`config.mk`:
```
export PLATFORM = sky130hd
export DESIGN_NAME = bmac_acc
export DESIGN_NICKNAME = d
export VERILOG_FILES = /design/src/rtl/bmac_pkg.sv /design/src/rtl/bmac_sat_add.sv /design/src/rtl/bmac_acc.sv
export SDC_FILE = /design/constraint.sdc
export NUM_CORES = 1
export LEC_CHECK = 0
export BUFFER_PORTS_ARGS = -buffer_cell sky130_fd_sc_hd__buf_4
export CORE_UTILIZATION = 58
export DETAILED_ROUTE_END_ITERATION = 10
export MAX_ROUTING_LAYER = met4
export PLACE_DENSITY = 0.84
export SLEW_MARGIN = 20
export SYNTH_ARGS = -nofsm -noshare
export SYNTH_HDL_FRONTEND = slang
export SYNTH_SLANG_ARGS = --single-unit
```
`constraint.sdc`:
```
create_clock -name clk -period 5.8 [get_ports clk]
set_input_delay 0.58 -clock clk [delete_from_list [all_inputs] [get_ports clk]]
set_output_delay 0.58 -clock clk [all_outputs]
set_load 0.02 [all_outputs]
```
`src/rtl/bmac_pkg.sv`:
```
// Shared types and helpers for the binary-MAC accumulator path.
// Saturating add is written once here so later bias/batch-norm stages clamp identically.
package bmac_pkg;

    typedef enum logic {
        ACCUM = 1'b0,
        HOLD  = 1'b1
    } state_t;

    // Internal width wide enough for any accumulator this family will use
    localparam int SAT_W = 64;

    // Narrowest accumulator that can hold one worst-case contribution plus sign
    function automatic int min_acc_width(input int in_width);
        return $clog2(in_width) + 2;
    endfunction

    // Returns {clamp, value}; value is a + b clamped to a signed 'width'-bit range
    function automatic logic [SAT_W:0] sat_add(
        input logic signed [SAT_W-1:0] a,
        input logic signed [SAT_W-1:0] b,
        input int                      width
    );
        logic signed [SAT_W:0] s;
        logic signed [SAT_W:0] one;
        logic signed [SAT_W:0] hi;
        logic signed [SAT_W:0] lo;
        logic        [SAT_W:0] r;
        one    = '0;
        one[0] = 1'b1;
        s      = {a[SAT_W-1], a} + {b[SAT_W-1], b};
        hi     = (one <<< (width - 1)) - one;
        lo     = -(one <<< (width - 1));
        if (s > hi) begin
            r = {1'b1, hi[SAT_W-1:0]};
        end else if (s < lo) begin
            r = {1'b1, lo[SAT_W-1:0]};
        end else begin
            r = {1'b0, s[SAT_W-1:0]};
        end
        return r;
    endfunction

endpackage

```
`src/rtl/bmac_sat_add.sv`:
```
// Combinational signed clamp-and-add: o_sum = sat(i_acc + i_c), o_clamp flags a clamp.
// Zero latency; no flow control.
module bmac_sat_add
    import bmac_pkg::*;
#(
    parameter int ACC_WIDTH = 24
) (
    input  logic [ACC_WIDTH-1:0] i_acc,
    input  logic [ACC_WIDTH:0]   i_c,
    output logic [ACC_WIDTH-1:0] o_sum,
    output logic                 o_clamp
);

    logic [SAT_W-1:0] w_acc_ext;
    logic [SAT_W-1:0] w_c_ext;
    logic [SAT_W:0]   w_res;
    logic             w_unused_hi;

    assign w_acc_ext   = {{(SAT_W - ACC_WIDTH){i_acc[ACC_WIDTH-1]}}, i_acc};
    assign w_c_ext     = {{(SAT_W - ACC_WIDTH - 1){i_c[ACC_WIDTH]}}, i_c};
    assign w_res       = sat_add(w_acc_ext, w_c_ext, ACC_WIDTH);
    assign o_sum       = w_res[ACC_WIDTH-1:0];
    assign o_clamp     = w_res[SAT_W];
    // Clamped result always fits ACC_WIDTH, upper bits are pure sign copies
    assign w_unused_hi = ^w_res[SAT_W-1:ACC_WIDTH];

endmodule

```
`src/rtl/bmac_acc.sv`:
```
// Accumulates +/-1 dot-product contributions per vector and registers sum, activation, count, saturation.
// Result one cycle after the last beat; pop_ready follows out_ready while a result is held.
module bmac_acc
    import bmac_pkg::*;
#(
    parameter int IN_WIDTH     = 32,
    parameter int OUTPUT_WIDTH = 16,
    parameter int ACC_WIDTH    = 24,
    parameter int CNT_WIDTH    = 8
) (
    input  logic                    clk,
    input  logic                    rst_n,
    input  logic [OUTPUT_WIDTH-1:0] pop_in,
    input  logic                    pop_valid,
    input  logic                    pop_last,
    output logic                    pop_ready,
    input  logic [ACC_WIDTH-1:0]    cfg_threshold,
    output logic [ACC_WIDTH-1:0]    acc_out,
    output logic                    act_out,
    output logic [CNT_WIDTH-1:0]    words_out,
    output logic                    sat_out,
    output logic                    out_valid,
    input  logic                    out_ready
);

    localparam int CW = ACC_WIDTH + 1;

    generate
        if (ACC_WIDTH < min_acc_width(IN_WIDTH)) begin : g_acc_width_chk
            $error("bmac_acc: ACC_WIDTH too small for IN_WIDTH");
        end
    endgenerate

    state_t               r_state;
    state_t               w_state_nxt;
    logic                 w_pop_rdy;
    logic                 w_accept;
    logic                 w_load;

    logic [CW-1:0]        w_p;
    logic [CW-1:0]        w_c;
    logic [ACC_WIDTH-1:0] w_sum;
    logic                 w_clamp;
    logic                 w_act;
    logic [CNT_WIDTH-1:0] w_cnt_inc;

    logic [ACC_WIDTH-1:0] r_acc;
    logic [CNT_WIDTH-1:0] r_cnt;
    logic                 r_sat;

    logic [ACC_WIDTH-1:0] r_res_acc;
    logic                 r_res_act;
    logic [CNT_WIDTH-1:0] r_res_words;
    logic                 r_res_sat;

    // Popcounts above IN_WIDTH are impossible from a healthy MAC; clamp rather than trust them
    assign w_p       = (32'(pop_in) > 32'(IN_WIDTH)) ? CW'(IN_WIDTH) : CW'(pop_in);
    assign w_c       = (w_p << 1) - CW'(IN_WIDTH);
    assign w_cnt_inc = (&r_cnt) ? r_cnt : r_cnt + 1'b1;
    assign w_act     = $signed(w_sum) >= $signed(cfg_threshold);

    bmac_sat_add #(
        .ACC_WIDTH (ACC_WIDTH)
    ) u_sat_add (
        .i_acc   (r_acc),
        .i_c     (w_c),
        .o_sum   (w_sum),
        .o_clamp (w_clamp)
    );

    always_ff @(posedge clk or negedge rst_n) begin
        if (!rst_n) begin
            r_state <= ACCUM;
        end else begin
            r_state <= w_state_nxt;
        end
    end

    always_comb begin
        w_state_nxt = r_state;
        w_pop_rdy   = 1'b0;
        w_accept    = 1'b0;
        w_load      = 1'b0;
        case (r_state)
            ACCUM: begin
                w_pop_rdy = 1'b1;
                w_accept  = pop_valid;
                w_load    = pop_valid & pop_last;
                if (w_load) begin
                    w_state_nxt = HOLD;
                end
            end
            HOLD: begin
                w_pop_rdy = out_ready;
                w_accept  = pop_valid & out_ready;
                w_load    = pop_valid & out_ready & pop_last;
                if (out_ready && !w_load) begin
                    w_state_nxt = ACCUM;
                end
            end
            default: begin
                w_state_nxt = ACCUM;
            end
        endcase
    end

    always_ff @(posedge clk or negedge rst_n) begin
        if (!rst_n) begin
            r_acc       <= '0;
            r_cnt       <= '0;
            r_sat       <= 1'b0;
            r_res_acc   <= '0;
            r_res_act   <= 1'b0;
            r_res_words <= '0;
            r_res_sat   <= 1'b0;
        end else if (w_accept) begin
            if (w_load) begin
                r_acc       <= '0;
                r_cnt       <= '0;
                r_sat       <= 1'b0;
                r_res_acc   <= w_sum;
                r_res_act   <= w_act;
                r_res_words <= w_cnt_inc;
                r_res_sat   <= r_sat | w_clamp;
            end else begin
                r_acc <= w_sum;
                r_cnt <= w_cnt_inc;
                r_sat <= r_sat | w_clamp;
            end
        end
    end

    assign pop_ready = w_pop_rdy;
    assign out_valid = (r_state == HOLD);
    assign acc_out   = r_res_acc;
    assign act_out   = r_res_act;
    assign words_out = r_res_words;
    assign sat_out   = r_res_sat;

endmodule

```
==> results of run 1 <==
## metal layers
metal / vias up / wire (um) / global-route usage, %
li1: 2251 / - / -
met1: 2250 / 6410 / 44.9
met2: 207 / 6230 / 49.2
met3: 11 / 1190 / 5.13
met4: 0 / 104 / 6.22
met5: - / 0 / -
## power by group
part | switching (W) | leakage, nW | internal [W]
logic | 0.000177 | 1.95 | 0.000131
clock network | 0.000205 | 0.134 | 0.000332
registers | 0.0000317 | 0.912 | 0.000517
total | 0.000413 | 2.99 | 0.000981
## cell families after synthesis
| logic type | count (synthesis) | share of synthesized area [%] |
|---|---|---|
| AO/OA/AOI/OAI | 171 | 21.8 |
| XOR/XNOR | 22 | 3.78 |
| adder cells (fa/ha/maj) | 58 | 14.2 |
| buffers and inverters | 67 | 5.21 |
| flip-flops | 68 | 33.4 |
| multiplexers | 9 | 2.51 |
| AND/OR/NAND/NOR | 205 | 19.1 |
## timing repair
action                     in CTS  in global routing
hold endpoints to repair        0                  0
setup endpoints to repair       0                  1
resized for setup               0                  4
## synthesized netlist by cell type (9+ instances only)
master / number / area share [%]
o21ai_1: 9 / 0.88
dfrtp_1: 68 / 33
o21ai_0: 47 / 4.6
clkbuf_1: 20 / 1.5
nor3_1: 9 / 0.88
buf_2: 11 / 1.1
nand4_1: 9 / 1.1
nor2_1: 56 / 4.1
nand3_1: 14 / 1.4
nand2b_1: 11 / 1.4
inv_1: 35 / 2.6
ha_1: 50 / 12
nand2_1: 70 / 5.2
xnor2_1: 19 / 3.3
a21oi_1: 53 / 5.2
## worst paths after layout
check,start,endpoint
setup / recovery,pop_in[13],act_out
hold / removal,rst_n,acc_out[5]
setup reg to reg,r_acc[1],act_out
hold reg to reg,words_out[7],words_out[7]
max in group asynchronous,rst_n,r_cnt[2]
min in group clk,words_out[7],words_out[7]
## metrics by stage
stage	power [W]	std cells	worst slack, ps
3_3_place_gp	0.000847	764	240
5_1_grt	0.00144	780	43.5
4_1_cts	0.00139	780	421
6_report	0.00139	780	537
2_1_floorplan	0.000727	600	515
3_5_place_dp	0.000860	764	73.8
## final cells by class
cell class | instances | area, sq um
Multi-Input combinational cell | 465 | 3150
Fill cell | 607 | 2280
Sequential cell | 68 | 1700
Timing Repair Buffer | 90 | 676
Clock inverter | 7 | 146
Inverter | 36 | 135
Tap cell | 105 | 131
Clock buffer | 9 | 124
## layout by cell type, fill, tap and decap left out, drive strengths merged, types with 7 or more instances in the layout
cell type  instances
ha                50
xnor2             19
o211ai             7
nand4              9
maj3               7
clkbuf             9
nor3               9
nor2              58
mux2               9
nor2b              7
a22o               7
nand3             15
nand2             72
a31oi              8
inv               37
buf               90
nand2b            11
a21o               7
a21oi             56
o21ai             58
dfrtp             68
## state kept, by name, summed over array words and instances, names as in the netlist
register	flops
words_out	8
sat_out	1
out_valid	1
acc_out	24
r_acc	24
r_sat	1
act_out	1
r_cnt	8
## critical path, stage by stage
cell	delay, ps
buf_4	110
nor4_1	260
nand3_1	160
a21oi_2	190
and2_1	180
ha_1	220
inv_1	80
fa_1	400
nand2b_1	210
a21oi_1	260
o21ai_2	170
a2111oi_4	370
o21a_4	220
a21oi_2	90
buf_4	210
a31oi_1	260
inv_1	80
ha_1	180
a21oi_1	120
nor2b_1	50
o21ai_0	140
a21oi_1	70
or3_1	310
a211oi_1	280
xnor2_1	160
a31oi_1	90
==> results_dict.tcl, run 1 <==
set metrics [dict create \
    setup.worst_path.start_class "input port" \
    grt_start_max_net_pins 69 \
    drive_gt1_share_pct 22.1 \
    place_area_sq_um 5770 \
    wl_per_cell_um 17.9 \
    p_leak_nw 2.99 \
    rsz0062_at_grt "no" \
    holdCritPathClass "input port to asynchronous set/reset pin" \
    whs_ps 336 \
    max_slew_margin_pct 42.2 \
    nets 766 \
    cp_max_fo 15 \
    start_util_pct 61.0 \
    grt_pass1_wl_um 21700 \
    die_h_um 95.7 \
    cts_tree "done" \
    timing_max_transition_violations_final 0 \
    ios 81 \
    rows 33 \
    crit_arrival_ps 5460 \
    diodes 0 \
    cts-buffers-inserted 9 \
    worst_pin_slew_ps 867 \
    final-setup-viol-count 0 \
    root_buffer "clkbuf_8" \
    ff2ff_setup_slack_ps 1290 \
    place_congestion 0.953 \
    design_area_sq_um 6060 \
    reg2regPathDepth 21 \
    cts_hold_buf 0 \
    h-tree-depth 3 \
    ys_ff_latch 68 \
    tns_ps 0 \
    clock_sinks 68 \
    die_w_um 95.7 \
    avgSynthCellArea_sq_um 8.49 \
    max_freq_mhz 190 \
    drv_cap 0 \
    vias_per_cell 6.05 \
    worst_ir_drop_vdd_mv 0.132 \
    synth_async_sr_flop_share_pct 100 \
    portBuffers 80 \
    grt_pass1_vias 4363 \
    syn-cell-area_sq_um 5090 \
    period_share_pct 90.7 \
    syn_nets 696 \
    synth_edf_count 0 \
    clk_latency_ps 340 \
    core_sq_um 8340 \
    power_density_nw_per_um2 230 \
    postLayoutCoreUtil_pct 72.7 \
    drt_iter0_drc 484 \
    yosys_warnings 0 \
    synth-main-ff-cell "dfrtp_1" \
    detail-route-antenna-nets 0 \
    antenna_found_initial 0 \
    post-route-min-period_ps 5260 \
    skew_ps 13.5 \
    synthCells 600 \
    hold_violations 0 \
    cp-end-kind "flop" \
    synthDistinctLibCells 65 \
    cp.required_ps 6000 \
    clkTransAtPathRegs_ps 90 \
    ys_seq_area_share_pct 33.4 \
    outcome "finished, final reports clean" \
    grt_overflow 0 \
    dieArea_sq_um 9160 \
    criticalPathCategory "input port to flop" \
    drc_errors 0 \
    clock_path_buffers 2 \
    syn2layout_area_growth_pct 19.0 \
    dp_hpwl_um 10600 \
    drt-total-wl_um 13900 \
    drt_first_pass_iters 6 \
    grt_usage_pct 32.0 \
    postCtsSetupBuffers 0 \
    via_count 4719 \
]
Note: power is estimated with default switching activity, not from simulation.
==> run 2: changes to the inputs <==
CORE_UTILIZATION = 52   (was 58)
PLACE_DENSITY = 0.8   (was 0.84)
clock period = 4.7 ns   (was 5.8 ns; I/O delays follow)
==> results_dict.tcl, run 2 (same netlist as run 1, synthesis figures left out) <==
set metrics [dict create \
    fill_cells 600 \
    tns_ps -134 \
    crit_chain "buf_6 -> nor4_4 -> nand3_2 -> a21oi_4 -> nand2_2 -> ha_4 -> buf_12 -> ha_4 -> buf_4 -> nand4_1 -> nor2_1 -> nand2_1 -> a2bb2oi_4 -> a21oi_2 -> buf_6 -> nor2_1 -> nor2_1 -> ha_1 -> o21ai_2 -> a21oi_2 -> or3_4 -> a211oi_2 -> xnor2_1 -> a31oi_1" \
    drive_gt1_share_pct 38.0 \
    root_buffer "clkbuf_8" \
    grt_start_max_net_pins 69 \
    rows 35 \
    die_h_um 101 \
    cts-buffers-inserted 9 \
    timing_max_transition_violations_final 0 \
    via_count 5581 \
    post-route-min-period_ps 4830 \
    cts_tree "done" \
    nets 870 \
    setup.worst_path.start_class "input port" \
    vias_per_cell 6.15 \
    cp.required_ps 4940 \
    drt_first_pass_iters 5 \
    final_cell_mix "buf_4, nand2_1, dfrtp_1" \
    clock_sinks 68 \
    worst_ir_drop_vdd_mv 0.217 \
    seq_area_sq_um 1700 \
    core_sq_um 9370 \
    worst_pin_slew_ps 893 \
    drt-total-wl_um 18500 \
    cp-end-kind "flop" \
    violations "negative setup slack" \
    diodes 0 \
    layout_commonest_cell "buf_4" \
    start_util_pct 54.3 \
    syn2layout_area_growth_pct 41.9 \
    detail-route-antenna-nets 0 \
    path_common_cell "nor2_1" \
    dieArea_sq_um 10200 \
    portBuffers 80 \
    grt_pass1_wl_um 26800 \
    drc_errors 0 \
    antenna_found_initial 0 \
    final-setup-viol-count 1 \
    skew_ps 18.7 \
    crit_arrival_ps 5080 \
    criticalPathCategory "input port to flop" \
    cp_max_fo 10 \
    grt_usage_pct 35.5 \
    clock_path_buffers 2 \
    dp_hpwl_um 11900 \
    p_leak_nw 3.55 \
    fin_ws_ps -134 \
    outcome "finished, violations left" \
    period_share_pct 103 \
    ios 81 \
    clkTransAtPathRegs_ps 80 \
    grt_pass1_vias 5694 \
    max_freq_mhz 207 \
    multiInputGateArea_sq_um 3460 \
    h-tree-depth 3 \
    cpMaxStageDelayCell "or3_4" \
    place_congestion 0.992 \
    cts_hold_buf 0 \
    clk_latency_ps 370 \
    drt_iter0_drc 358 \
    die_w_um 101 \
    rsz0062_at_grt "yes" \
    power_density_nw_per_um2 246 \
    wl_per_cell_um 20.4 \
    max_slew_margin_pct 40.4 \
    slowest_delay_ps 400 \
    grt_overflow 0 \
    holdCritPathClass "input port to asynchronous set/reset pin" \
    drv_cap 0 \
    whs_ps 218 \
    hold_violations 0 \
]
-- run 2: changes by cell type in the layout (fill, tap and decap cells not counted), moves of 6 or more --
| cell | delta |
|---|---|
| nor2_2 | +7 |
| buf_6 | +8 |
| ha_4 | +9 |
| buf_4 | +94 |
| a21oi_1 | -9 |
| nor2_1 | -6 |
| ha_1 | -10 |
-- run 2: final timing paths --
check / start / end / slack [ps] / cells past startpoint
setup reg to reg: r_acc[2] / act_out / 470 / 18
min in group clk: pop_last / r_cnt[3] / 350 / 2
hold / removal: rst_n / r_acc[23] / 220 / 1
hold reg to reg: words_out[7] / words_out[7] / 480 / 2
setup / recovery: pop_in[10] / act_out / -130 / 24
max in group asynchronous: rst_n / r_acc[6] / 3890 / 1
-- run 2: final cells by class --
class	count	share of cell area, %
Inverter	36	1.94
Multi-Input combinational cell	465	47.9
Tap cell	129	2.23
Clock buffer	10	1.91
Clock inverter	6	1.54
Timing Repair Buffer	194	20.9
Sequential cell	68	23.6
-- run 2: metrics by stage --
| stage | total power [W] | worst slack, ps | instances | instance area [sq um] | utilization (%) |
|---|---|---|---|---|---|
| global placement | 0.00109 | -205 | 882 | 6670 | 71.1 |
| global route | 0.00184 | -286 | 908 | 7220 | 77.1 |
| detailed placement | 0.00110 | -515 | 882 | 6670 | 71.1 |
| finish | 0.00178 | -134 | 908 | 7220 | 77.1 |
| floorplan | 0.000902 | -78.0 | 600 | 5260 | - |
| CTS | 0.00173 | 3.40 | 899 | 6980 | 74.5 |
-- run 2: layer usage --
layer	up-vias	part of all wire [%]	global-route usage (%)	routed length [um]
li1	2450	-	-	-
met1	2632	34	35.6	6380
met2	353	50	61.7	9290
met3	146	7.4	7.14	1380
met4	0	8.0	25.2	1490
met5	-	0	-	0
-- run 2: critical path: cells and delay by family --
family / cells / cell delay, ps
AND/OR/NAND/NOR: 9 / 1810
AO/OA/AOI/OAI: 7 / 1260
adder cells (fa/ha/maj): 3 / 750
buffers and inverters: 4 / 590
XOR/XNOR: 1 / 180
-- run 2: timing repair --
item,in CTS,in global routing
setup buffers,1,9
setup endpoints to repair,1,1
cloned,0,0
endpoints found under the hold margin,0,0
pin swaps,7,28
gates resized for setup,13,40
-- run 2: report_power, final --
group          total, W  switching [W]  internal (W)
clock          0.000630       0.000263      0.000367
sequential     0.000681      0.0000428      0.000638
combinational  0.000468       0.000258      0.000210
total           0.00178       0.000564       0.00122
==> run 3: changes to the inputs <==
CORE_ASPECT_RATIO = 1.25   (was unset)
==> results_dict.tcl, run 3 (same netlist as run 1, synthesis figures left out) <==
set metrics [dict create \
    cpMaxStageDelayCell "or3_1" \
    detail-route-antenna-nets 0 \
    p_leak_nw 3.64 \
    place_area_sq_um 6720 \
    drt_first_pass_iters 5 \
    syn2layout_area_growth_pct 47.6 \
    grt_pass1_vias 5433 \
    die_h_um 113 \
    root_buffer "clkbuf_16" \
    crit_family "compound AO/OA/AOI/OAI gates" \
    fin_ws_ps -143 \
    cts_tree "done" \
    grt_overflow 0 \
    dp_hpwl_um 12300 \
    postLayoutCoreUtil_pct 78.6 \
    rsz0062_at_grt "yes" \
    design_area_sq_um 7510 \
    cp.required_ps 4910 \
    final-setup-viol-count 1 \
    grt_start_max_net_pins 69 \
    grt_pass1_wl_um 25700 \
    grt_usage_pct 33.2 \
    die_w_um 90.5 \
    antenna_found_initial 0 \
    nets 890 \
    power_density_nw_per_um2 248 \
    hold_violations 0 \
    fill_cells 628 \
    worst_ir_drop_vdd_mv 0.223 \
    fin_cells 925 \
    drv_cap 0 \
    clkTransAtPathRegs_ps 60 \
    layout_commonest_cell "buf_4" \
    period_share_pct 103 \
    max_freq_mhz 206 \
    slowest_delay_ps 400 \
    start_util_pct 53.3 \
    drt_iter0_drc 297 \
    crit_buf_inv 6 \
    holdCritPathClass "input port to asynchronous set/reset pin" \
    post-route-min-period_ps 4840 \
    outcome "finished, violations left" \
    via_count 5345 \
    rows 40 \
    clock_path_buffers 2 \
    drt-total-wl_um 17100 \
    wl_per_cell_um 18.5 \
    place_congestion 0.977 \
    portBuffers 80 \
    cp-end-kind "flop" \
    final_cell_mix "buf_4, nand2_1, dfrtp_1" \
    drc_errors 0 \
    worst_pin_slew_ps 899 \
    cts-buffers-inserted 9 \
    max_slew_margin_pct 40.1 \
    dieArea_sq_um 10200 \
    tns_ps -143 \
    timing_max_transition_violations_final 0 \
    diodes 0 \
    dp.cells 890 \
    vias_per_cell 5.78 \
    drive_gt1_share_pct 40.1 \
    h-tree-depth 3 \
    criticalPathCategory "input port to flop" \
    clk_latency_ps 330 \
    skew_ps 6.38 \
    setup.worst_path.start_class "input port" \
    crit_arrival_ps 5050 \
    ios 81 \
    core_sq_um 9560 \
    whs_ps 257 \
    clock_sinks 68 \
    violations "negative setup slack" \
    cp_max_fo 5 \
]
==> run 3: cell count changes in the layout (fill, tap and decap cells not counted), sizes merged <==
| cell | delta |
|---|---|
| buf | +19 |
| a21oi | +1 |
| bufinv | -1 |
| clkinvlp | +1 |
==> run 3: area by class of cell <==
cell class	instances	area, sq um	share of cell area (%)
clock buffer	10	229	3.05
clock inverter	6	88.8	1.18
inverter	36	138	1.83
multi-input combinational	466	3560	47.4
sequential	68	1700	22.7
tap	126	158	2.10
timing repair buffer	213	1640	21.8
==> run 3: where the power goes <==
part	internal [W]	switching (W)	leakage, nW
clock	0.000464	0.000260	0.149
sequential	0.000639	0.0000474	0.912
combinational	0.000207	0.000242	2.58
==> run 3: path summary, 6_finish.rpt <==
kind	from	to	slack, ps	cells past startpoint
setup / recovery	pop_in[13]	act_out	-140	27
hold / removal	rst_n	words_out[1]	260	1
setup reg to reg	r_acc[1]	act_out	440	21
hold reg to reg	words_out[6]	words_out[6]	480	2
max in group asynchronous	rst_n	acc_out[5]	3850	1
min in group clk	pop_last	r_cnt[3]	410	2
==> run 3: metrics by stage <==
step,total power (W),setup slack [ps]
3_3_place_gp,0.00109,-238
5_1_grt,0.00193,-302
6_report,0.00186,-143
2_1_floorplan,0.000902,-78.0
4_1_cts,0.00183,10.9
3_5_place_dp,0.00111,-454
==> run 3: timing repair <==
item                                    in CTS  in global routing
setup buffers                                5                 12
hold buffers                                 0                  0
pin swaps                                   15                 36
resized for setup                           19                 43
endpoints found under the setup margin       1                  1
cloned                                       0                  2
==> run 3: routing by layer <==
metal	global-route usage (%)	wire, um	up-vias
met5	-	0	-
met4	19.2	1020	0
met3	3.73	706	75
met1	32.6	6110	2561
met2	62.3	9260	210
li1	-	-	2499
